<file path="config.mk">
export PLATFORM = sky130hd
export DESIGN_NAME = rf_writeback
export DESIGN_NICKNAME = d
export VERILOG_FILES = /design/src/rtl/rf_pkg.sv /design/src/rtl/wb_fifo.sv /design/src/rtl/rf_writeback.sv
export SDC_FILE = /design/constraint.sdc
export NUM_CORES = 1
export LEC_CHECK = 0
export CAP_MARGIN = 25
export CORE_MARGIN = 2
export CORE_UTILIZATION = 44
export DETAILED_ROUTE_END_ITERATION = 12
export GPL_ROUTABILITY_DRIVEN = 0
export GPL_TIMING_DRIVEN = 0
export HOLD_SLACK_MARGIN = 0.06
export PLACE_DENSITY = 0.76
export SETUP_SLACK_MARGIN = 0.02
export SLEW_MARGIN = 15
export SYNTH_ARGS = -nofsm -noshare
export SYNTH_HDL_FRONTEND = slang
export SYNTH_SLANG_ARGS = --single-unit
</file>
<file path="constraint.sdc">
create_clock -name clk -period 2.8 [get_ports clk]
set_clock_uncertainty 0.15 [all_clocks]
set_input_delay 0.42 -clock clk [delete_from_list [all_inputs] [get_ports clk]]
set_output_delay 0.42 -clock clk [all_outputs]
set_load 0.02 [all_outputs]
</file>
<file path="src/rtl/rf_pkg.sv">
// Shared constants for the register-file writeback slice.
//   XLEN       : default data width of the register write port
//   NREG       : number of architectural integer registers
//   REG_ADDR_W : register index width
//   X0_IDX     : index of the hard-wired zero register
package rf_pkg;

    localparam int unsigned XLEN       = 32;
    localparam int unsigned NREG       = 32;
    localparam int unsigned REG_ADDR_W = 5;

    localparam logic [REG_ADDR_W-1:0] X0_IDX = '0;

endpackage

</file>
<file path="src/rtl/wb_fifo.sv">
// Synchronous FIFO holding load results waiting for a free register-file write slot.
// Ports:
//   clk, rst_n : clock, asynchronous active-low reset
//   push_i     : write wdata_i (ignored when full)
//   wdata_i    : entry to enqueue
//   pop_i      : drop the head entry (ignored when empty)
//   rdata_o    : head entry (valid when !empty_o)
//   full_o     : count == DEPTH
//   empty_o    : count == 0
//   count_o    : number of stored entries, 0..DEPTH
module wb_fifo
    import rf_pkg::*;
#(
    parameter int unsigned WIDTH = REG_ADDR_W + XLEN,
    parameter int unsigned DEPTH = 2,
    localparam int unsigned PTR_W = (DEPTH > 1) ? $clog2(DEPTH) : 1,
    localparam int unsigned CNT_W = PTR_W + 1
) (
    input  logic             clk,
    input  logic             rst_n,
    input  logic             push_i,
    input  logic [WIDTH-1:0] wdata_i,
    input  logic             pop_i,
    output logic [WIDTH-1:0] rdata_o,
    output logic             full_o,
    output logic             empty_o,
    output logic [CNT_W-1:0] count_o
);

    logic [WIDTH-1:0] mem_q [DEPTH];
    logic [PTR_W-1:0] wr_ptr_q, rd_ptr_q;
    logic [CNT_W-1:0] cnt_q, cnt_d;
    logic             do_push, do_pop;

    assign full_o  = (cnt_q == CNT_W'(DEPTH));
    assign empty_o = (cnt_q == '0);
    assign count_o = cnt_q;
    assign rdata_o = mem_q[rd_ptr_q];

    assign do_push = push_i && !full_o;
    assign do_pop  = pop_i && !empty_o;

    always_comb begin
        cnt_d = cnt_q;
        unique case ({do_push, do_pop})
            2'b10:   cnt_d = cnt_q + CNT_W'(1);
            2'b01:   cnt_d = cnt_q - CNT_W'(1);
            default: cnt_d = cnt_q;
        endcase
    end

    // DEPTH is a power of two, so pointers wrap by natural overflow.
    always_ff @(posedge clk or negedge rst_n) begin
        if (!rst_n) begin
            wr_ptr_q <= '0;
            rd_ptr_q <= '0;
            cnt_q    <= '0;
        end else begin
            if (do_push) wr_ptr_q <= wr_ptr_q + PTR_W'(1);
            if (do_pop)  rd_ptr_q <= rd_ptr_q + PTR_W'(1);
            cnt_q <= cnt_d;
        end
    end

    // Storage needs no reset: entries are only observed while counted.
    always_ff @(posedge clk) begin
        if (do_push) mem_q[wr_ptr_q] <= wdata_i;
    end

endmodule

</file>
<file path="src/rtl/rf_writeback.sv">
// Register-file writeback arbiter with a pending-write scoreboard.
// ALU results (never back-pressured) take the single write port; load results are
// queued in wb_fifo and drain whenever the ALU leaves the port free.
// Ports:
//   clk, rst_n                 : clock, asynchronous active-low reset
//   alu_valid_i/rd_i/data_i    : ALU result, written one cycle later
//   ld_valid_i/rd_i/data_i     : load result offer; ld_ready_o = queue not full
//   issue_valid_i, issue_rd_i  : marks a destination register pending
//   WrEn_RF_o/WAddr_RF_o/WD_RF_o : registered register-file write port
//   pend_o                     : bit n set while a write to xn is outstanding
//   stall_req_o                : load queue full
module rf_writeback #(
    parameter int unsigned XLEN     = rf_pkg::XLEN,
    parameter int unsigned LQ_DEPTH = 2
) (
    input  logic                          clk,
    input  logic                          rst_n,
    input  logic                          alu_valid_i,
    input  logic [rf_pkg::REG_ADDR_W-1:0] alu_rd_i,
    input  logic [XLEN-1:0]               alu_data_i,
    input  logic                          ld_valid_i,
    output logic                          ld_ready_o,
    input  logic [rf_pkg::REG_ADDR_W-1:0] ld_rd_i,
    input  logic [XLEN-1:0]               ld_data_i,
    input  logic                          issue_valid_i,
    input  logic [rf_pkg::REG_ADDR_W-1:0] issue_rd_i,
    output logic                          WrEn_RF_o,
    output logic [rf_pkg::REG_ADDR_W-1:0] WAddr_RF_o,
    output logic [XLEN-1:0]               WD_RF_o,
    output logic [rf_pkg::NREG-1:0]       pend_o,
    output logic                          stall_req_o
);

    import rf_pkg::*;

    localparam int unsigned ENT_W = REG_ADDR_W + XLEN;
    localparam int unsigned CNT_W = $clog2(LQ_DEPTH) + 1;

    logic                  alu_wr, ld_push, q_pop, q_full, q_empty;
    logic [ENT_W-1:0]      q_head;
    logic [CNT_W-1:0]      q_cnt;

    logic                  wr_en_d, wr_en_q;
    logic [REG_ADDR_W-1:0] waddr_d, waddr_q;
    logic [XLEN-1:0]       wdata_d, wdata_q;
    logic [NREG-1:0]       pend_d, pend_q, clr_mask, set_mask;

    assign alu_wr      = alu_valid_i && (alu_rd_i != X0_IDX);
    assign ld_ready_o  = !q_full;
    // x0 loads complete the handshake but never enter the queue.
    assign ld_push     = ld_valid_i && ld_ready_o && (ld_rd_i != X0_IDX);
    assign q_pop       = !alu_wr && !q_empty;
    assign stall_req_o = (q_cnt == CNT_W'(LQ_DEPTH));

    wb_fifo #(
        .WIDTH (ENT_W),
        .DEPTH (LQ_DEPTH)
    ) u_lq (
        .clk     (clk),
        .rst_n   (rst_n),
        .push_i  (ld_push),
        .wdata_i ({ld_rd_i, ld_data_i}),
        .pop_i   (q_pop),
        .rdata_o (q_head),
        .full_o  (q_full),
        .empty_o (q_empty),
        .count_o (q_cnt)
    );

    // Port select: ALU first, else queue head; address/data hold when idle.
    always_comb begin
        wr_en_d = 1'b0;
        waddr_d = waddr_q;
        wdata_d = wdata_q;
        if (alu_wr) begin
            wr_en_d = 1'b1;
            waddr_d = alu_rd_i;
            wdata_d = alu_data_i;
        end else if (q_pop) begin
            wr_en_d = 1'b1;
            {waddr_d, wdata_d} = q_head;
        end
    end

    // Clear tracks the write currently on the port; a same-cycle issue re-sets it.
    always_comb begin
        clr_mask = wr_en_q ? (NREG'(1) << waddr_q) : '0;
        set_mask = issue_valid_i ? (NREG'(1) << issue_rd_i) : '0;
        pend_d   = ((pend_q & ~clr_mask) | set_mask) & ~NREG'(1);
    end

    always_ff @(posedge clk or negedge rst_n) begin
        if (!rst_n) begin
            wr_en_q <= 1'b0;
            waddr_q <= '0;
            wdata_q <= '0;
            pend_q  <= '0;
        end else begin
            wr_en_q <= wr_en_d;
            waddr_q <= waddr_d;
            wdata_q <= wdata_d;
            pend_q  <= pend_d;
        end
    end

    assign WrEn_RF_o  = wr_en_q;
    assign WAddr_RF_o = waddr_q;
    assign WD_RF_o    = wdata_q;
    assign pend_o     = pend_q;

endmodule

</file>
==> flow_summary.yaml, run 1 <==
status:
  status: "complete, no violations"
sta:
  rsz0062_at_grt: "no"
  fin_crit_sh_pct: 88.68
  maxSlewHeadroom_pct: 62.23
  fin_crit_ns: 2.483
  tns_ns: 0
  fin_ws_ns: 0.3168
  tightest_slew_ns: 0.5666
  finalSetupViolations: 0
  maxSlewViolCount: 0
  hold_viol: 0
  max_freq_mhz: 402.7
critical_path:
  criticalPathCategory: "reg -> out"
  crit_path_start_kind: "flip-flop"
  cp_top_family: "buffers and inverters"
  cp.required_ns: 2.23
  arrival_ns: 1.91
  crit_fanout: 11
  critPathBufInv: 2
  cp_slowest_cell: "dfrtp_1"
  path_cells: "nand2b_1, inv_1, clkdlybuf4s50_1"
  max_stage_delay_ns: 0.60
  ff2ff_setup_slack_ns: 0.67
  end_kind: "output port"
grt:
  track_usage_pct: 20.92
  overflow: 0
  grt_pass1_wl_mm: 23.09
  grt_antenna_before_repair: 0
  grt_pass1_vias: 4557
  grt_max_degree: 42
floorplan:
  placementRows: 42
  start_util_pct: 45.55
  io_pins: 156
  die_area_mm2: 0.01477
  coreArea_mm2: 0.01335
  die_y_um: 121.5
  die_w_um: 121.5
synth:
  syn_area_mm2: 0.006080
  synth.top_cell.area_share_pct: 36.55
  ys_warn_count: 0
  ys_ff_latch: 147
  synth_edf_count: 74
  synth_cell_types: 38
  async_flop_share_pct: 49.66
  synth_area_leaders: "edfxtp_1 37%, dfrtp_1 30%, mux2_2 5.9%"
  syn-num-nets: 537
  synth_area_leader_cell: "edfxtp_1"
  avgSynthCellArea_um2: 13.45
  ys.flop_type: "edfxtp_1"
  seq_area_frac_synth_pct: 66.60
  synth_cells: 452
worst_hold_path:
  hold_class: "in -> reg"
place:
  portBuffers: 153
  dp_slack_ns: 0.1607
  dp_hpwl_mm: 10.62
power:
  irDropWorstVdd_uv: 564.0
  power.density_mw_per_mm2: 1127
  power_uw: 9635
  leakage_uw: 0.003160
detailed_routing:
  drtPass1Iterations: 5
  viasPerCell: 5.440
  vias: 4439
  wl_mm: 14.78
  drt_iter0_markers: 313
  drc: 0
  ant_nets: 0
  wl_per_cell_um: 18.12
cts:
  cts_tree: "done"
  htreeDepth: 4
  clkTransAtPathRegs_ns: 0.06
  cts.sinks: 147
  numCtsBuffers: 17
  clock_latency_ns: 0.41
  clockBufferDepth: 2
  cts_root_buffer: "clkbuf_16"
finish:
  drive_above_1_share_pct: 13.28
  syn2layout_area_growth_pct: 40.58
  diodes: 0
  fin_nets: 712
run:
  maxCapViolCount: 0
## cell type report
cell class	count	area [um2]
sequential	147	4049
multi-input combinational	275	1899
timing repair buffer	157	1599
fill	1033	4801
buffer	27	135.1
clock inverter	10	182.7
tap	176	220.2
inverter	2	7.507
clock buffer	22	454.2
## flip-flops by register name, indices dropped and copies added, names as in the netlist
signal,cells
u_lq.mem_q,74
u_lq.count_o,2
WD_RF_o,32
u_lq.rd_ptr_q,1
u_lq.wr_ptr_q,1
WrEn_RF_o,1
pend_o,31
WAddr_RF_o,5
## final timing paths
check                                       endpoint  cells past startpoint                         from
setup / recovery                         stall_req_o                      3  u_lq.count_o[1]$_DFFE_PN0P_
hold / removal             WAddr_RF_o[3]$_DFFE_PN0P_                      3                  alu_valid_i
setup reg to reg             WD_RF_o[27]$_DFFE_PN0P_                      5  u_lq.count_o[1]$_DFFE_PN0P_
hold reg to reg                 pend_o[17]$_DFF_PN0_                      2         pend_o[17]$_DFF_PN0_
max in group asynchronous     WD_RF_o[7]$_DFFE_PN0P_                      3                        rst_n
min in group asynchronous       pend_o[25]$_DFF_PN0_                      2                        rst_n
## per-layer routing
| metal | track usage [%] | wire length, um | part of all wire (%) |
|---|---|---|---|
| met5 | 0 | 0 | 0 |
| met4 | 8.693 | 282 | 1.9 |
| met3 | 6.180 | 1250 | 8.5 |
| met2 | 34.73 | 7208 | 49 |
| met1 | 25.68 | 6042 | 41 |
## cells in the mapped netlist (2+ instances only)
| cell type | n |
|---|---|
| clkbuf_1 | 14 |
| buf_6 | 3 |
| or3b_2 | 2 |
| nand3b_1 | 4 |
| o21ai_0 | 63 |
| mux2_2 | 32 |
| nor2b_1 | 4 |
| nand4b_1 | 4 |
| nand3_1 | 4 |
| nand2b_1 | 11 |
| dfrtp_1 | 73 |
| buf_2 | 6 |
| mux2i_1 | 34 |
| nor2_1 | 10 |
| or2_2 | 5 |
| buf_1 | 4 |
| a21oi_1 | 34 |
| o31ai_1 | 3 |
| nor3_1 | 35 |
| nand4bb_1 | 3 |
| a22o_1 | 2 |
| xnor2_1 | 3 |
| edfxtp_1 | 74 |
| a211oi_1 | 3 |
| inv_1 | 2 |
| nand2_1 | 8 |
## repair_timing
action | in CTS | in global routing
hold endpoints to repair | 40 | 0
setup endpoints to repair | 0 | 1
resized for setup | 0 | 0
buffers inserted | 0 | 0
hold buffers | 1 | 0
## tightest hold or removal path, delay by kind of cell
| family | cells | cell delay (ns) |
|---|---|---|
| simple gates | 1 | 0.11 |
| compound gates | 1 | 0.06 |
| buf+inv | 1 | 0.18 |
## logic make-up after synthesis
kind of cell	share of synthesized area, %
adders and majority gates	0.2058
AOI/OAI and AO/OA	9.755
buffers and inverters	2.408
DFF	66.60
muxes	11.53
other	0.06168
and+or+nand+nor	8.870
xor gates and xnor gates	0.5764
## where the power goes
group | internal [uW] | total [uW] | leakage (uW) | switching (uW)
Combinational | 1720 | 3780 | 0.00133 | 2060
Sequential | 3050 | 3430 | 0.00153 | 379
Clock | 1600 | 2430 | 0.000302 | 829
Total | 6360 | 9630 | 0.00316 | 3270
## layout by cell type (no fill, tap or decap), types with 3 or more instances in the layout
master           synthesis  layout
nand2b_1                11      11
mux2_2                  32      32
nand2_1                  8       8
clkbuf_16                0      17
a21oi_1                 34      34
nor2_1                  10       8
o31ai_1                  3       3
clkdlybuf4s50_1          0     152
bufinv_16                0       5
nand4b_1                 4       4
nand3b_1                 4       4
xnor2_1                  3       3
or2_2                    5       5
buf_1                    4       4
a211oi_1                 3       3
nor3_1                  35      35
edfxtp_1                74      74
nand4bb_1                3       3
nand3_1                  4       4
o21ai_0                 63      63
clkbuf_1                14      17
buf_6                    3       3
buf_12                   0       3
buf_2                    6       6
nor2b_1                  4       4
dfrtp_1                 73      73
mux2i_1                 34      34
## stage by stage
step / cells / hold WS, ns / area [um2] / util [%]
after floorplan: 452 / -0.02559 / 6080 / -
after global placement: 781 / 0.3310 / 7831 / 58.67
after detailed placement: 784 / 0.2914 / 7904 / 59.21
after CTS: 817 / 0.2394 / 8551 / 64.06
after global routing: 816 / 0.2781 / 8547 / 64.03
final: 816 / 0.2574 / 8547 / 64.03
Note: power is estimated with default switching activity, not from simulation.
==> inputs of run 2 (changes only) <==
- CAP_MARGIN: 25 -> unset
==> results of run 2 <==
Final layout, timing and power as in run 1 (identical DEF).
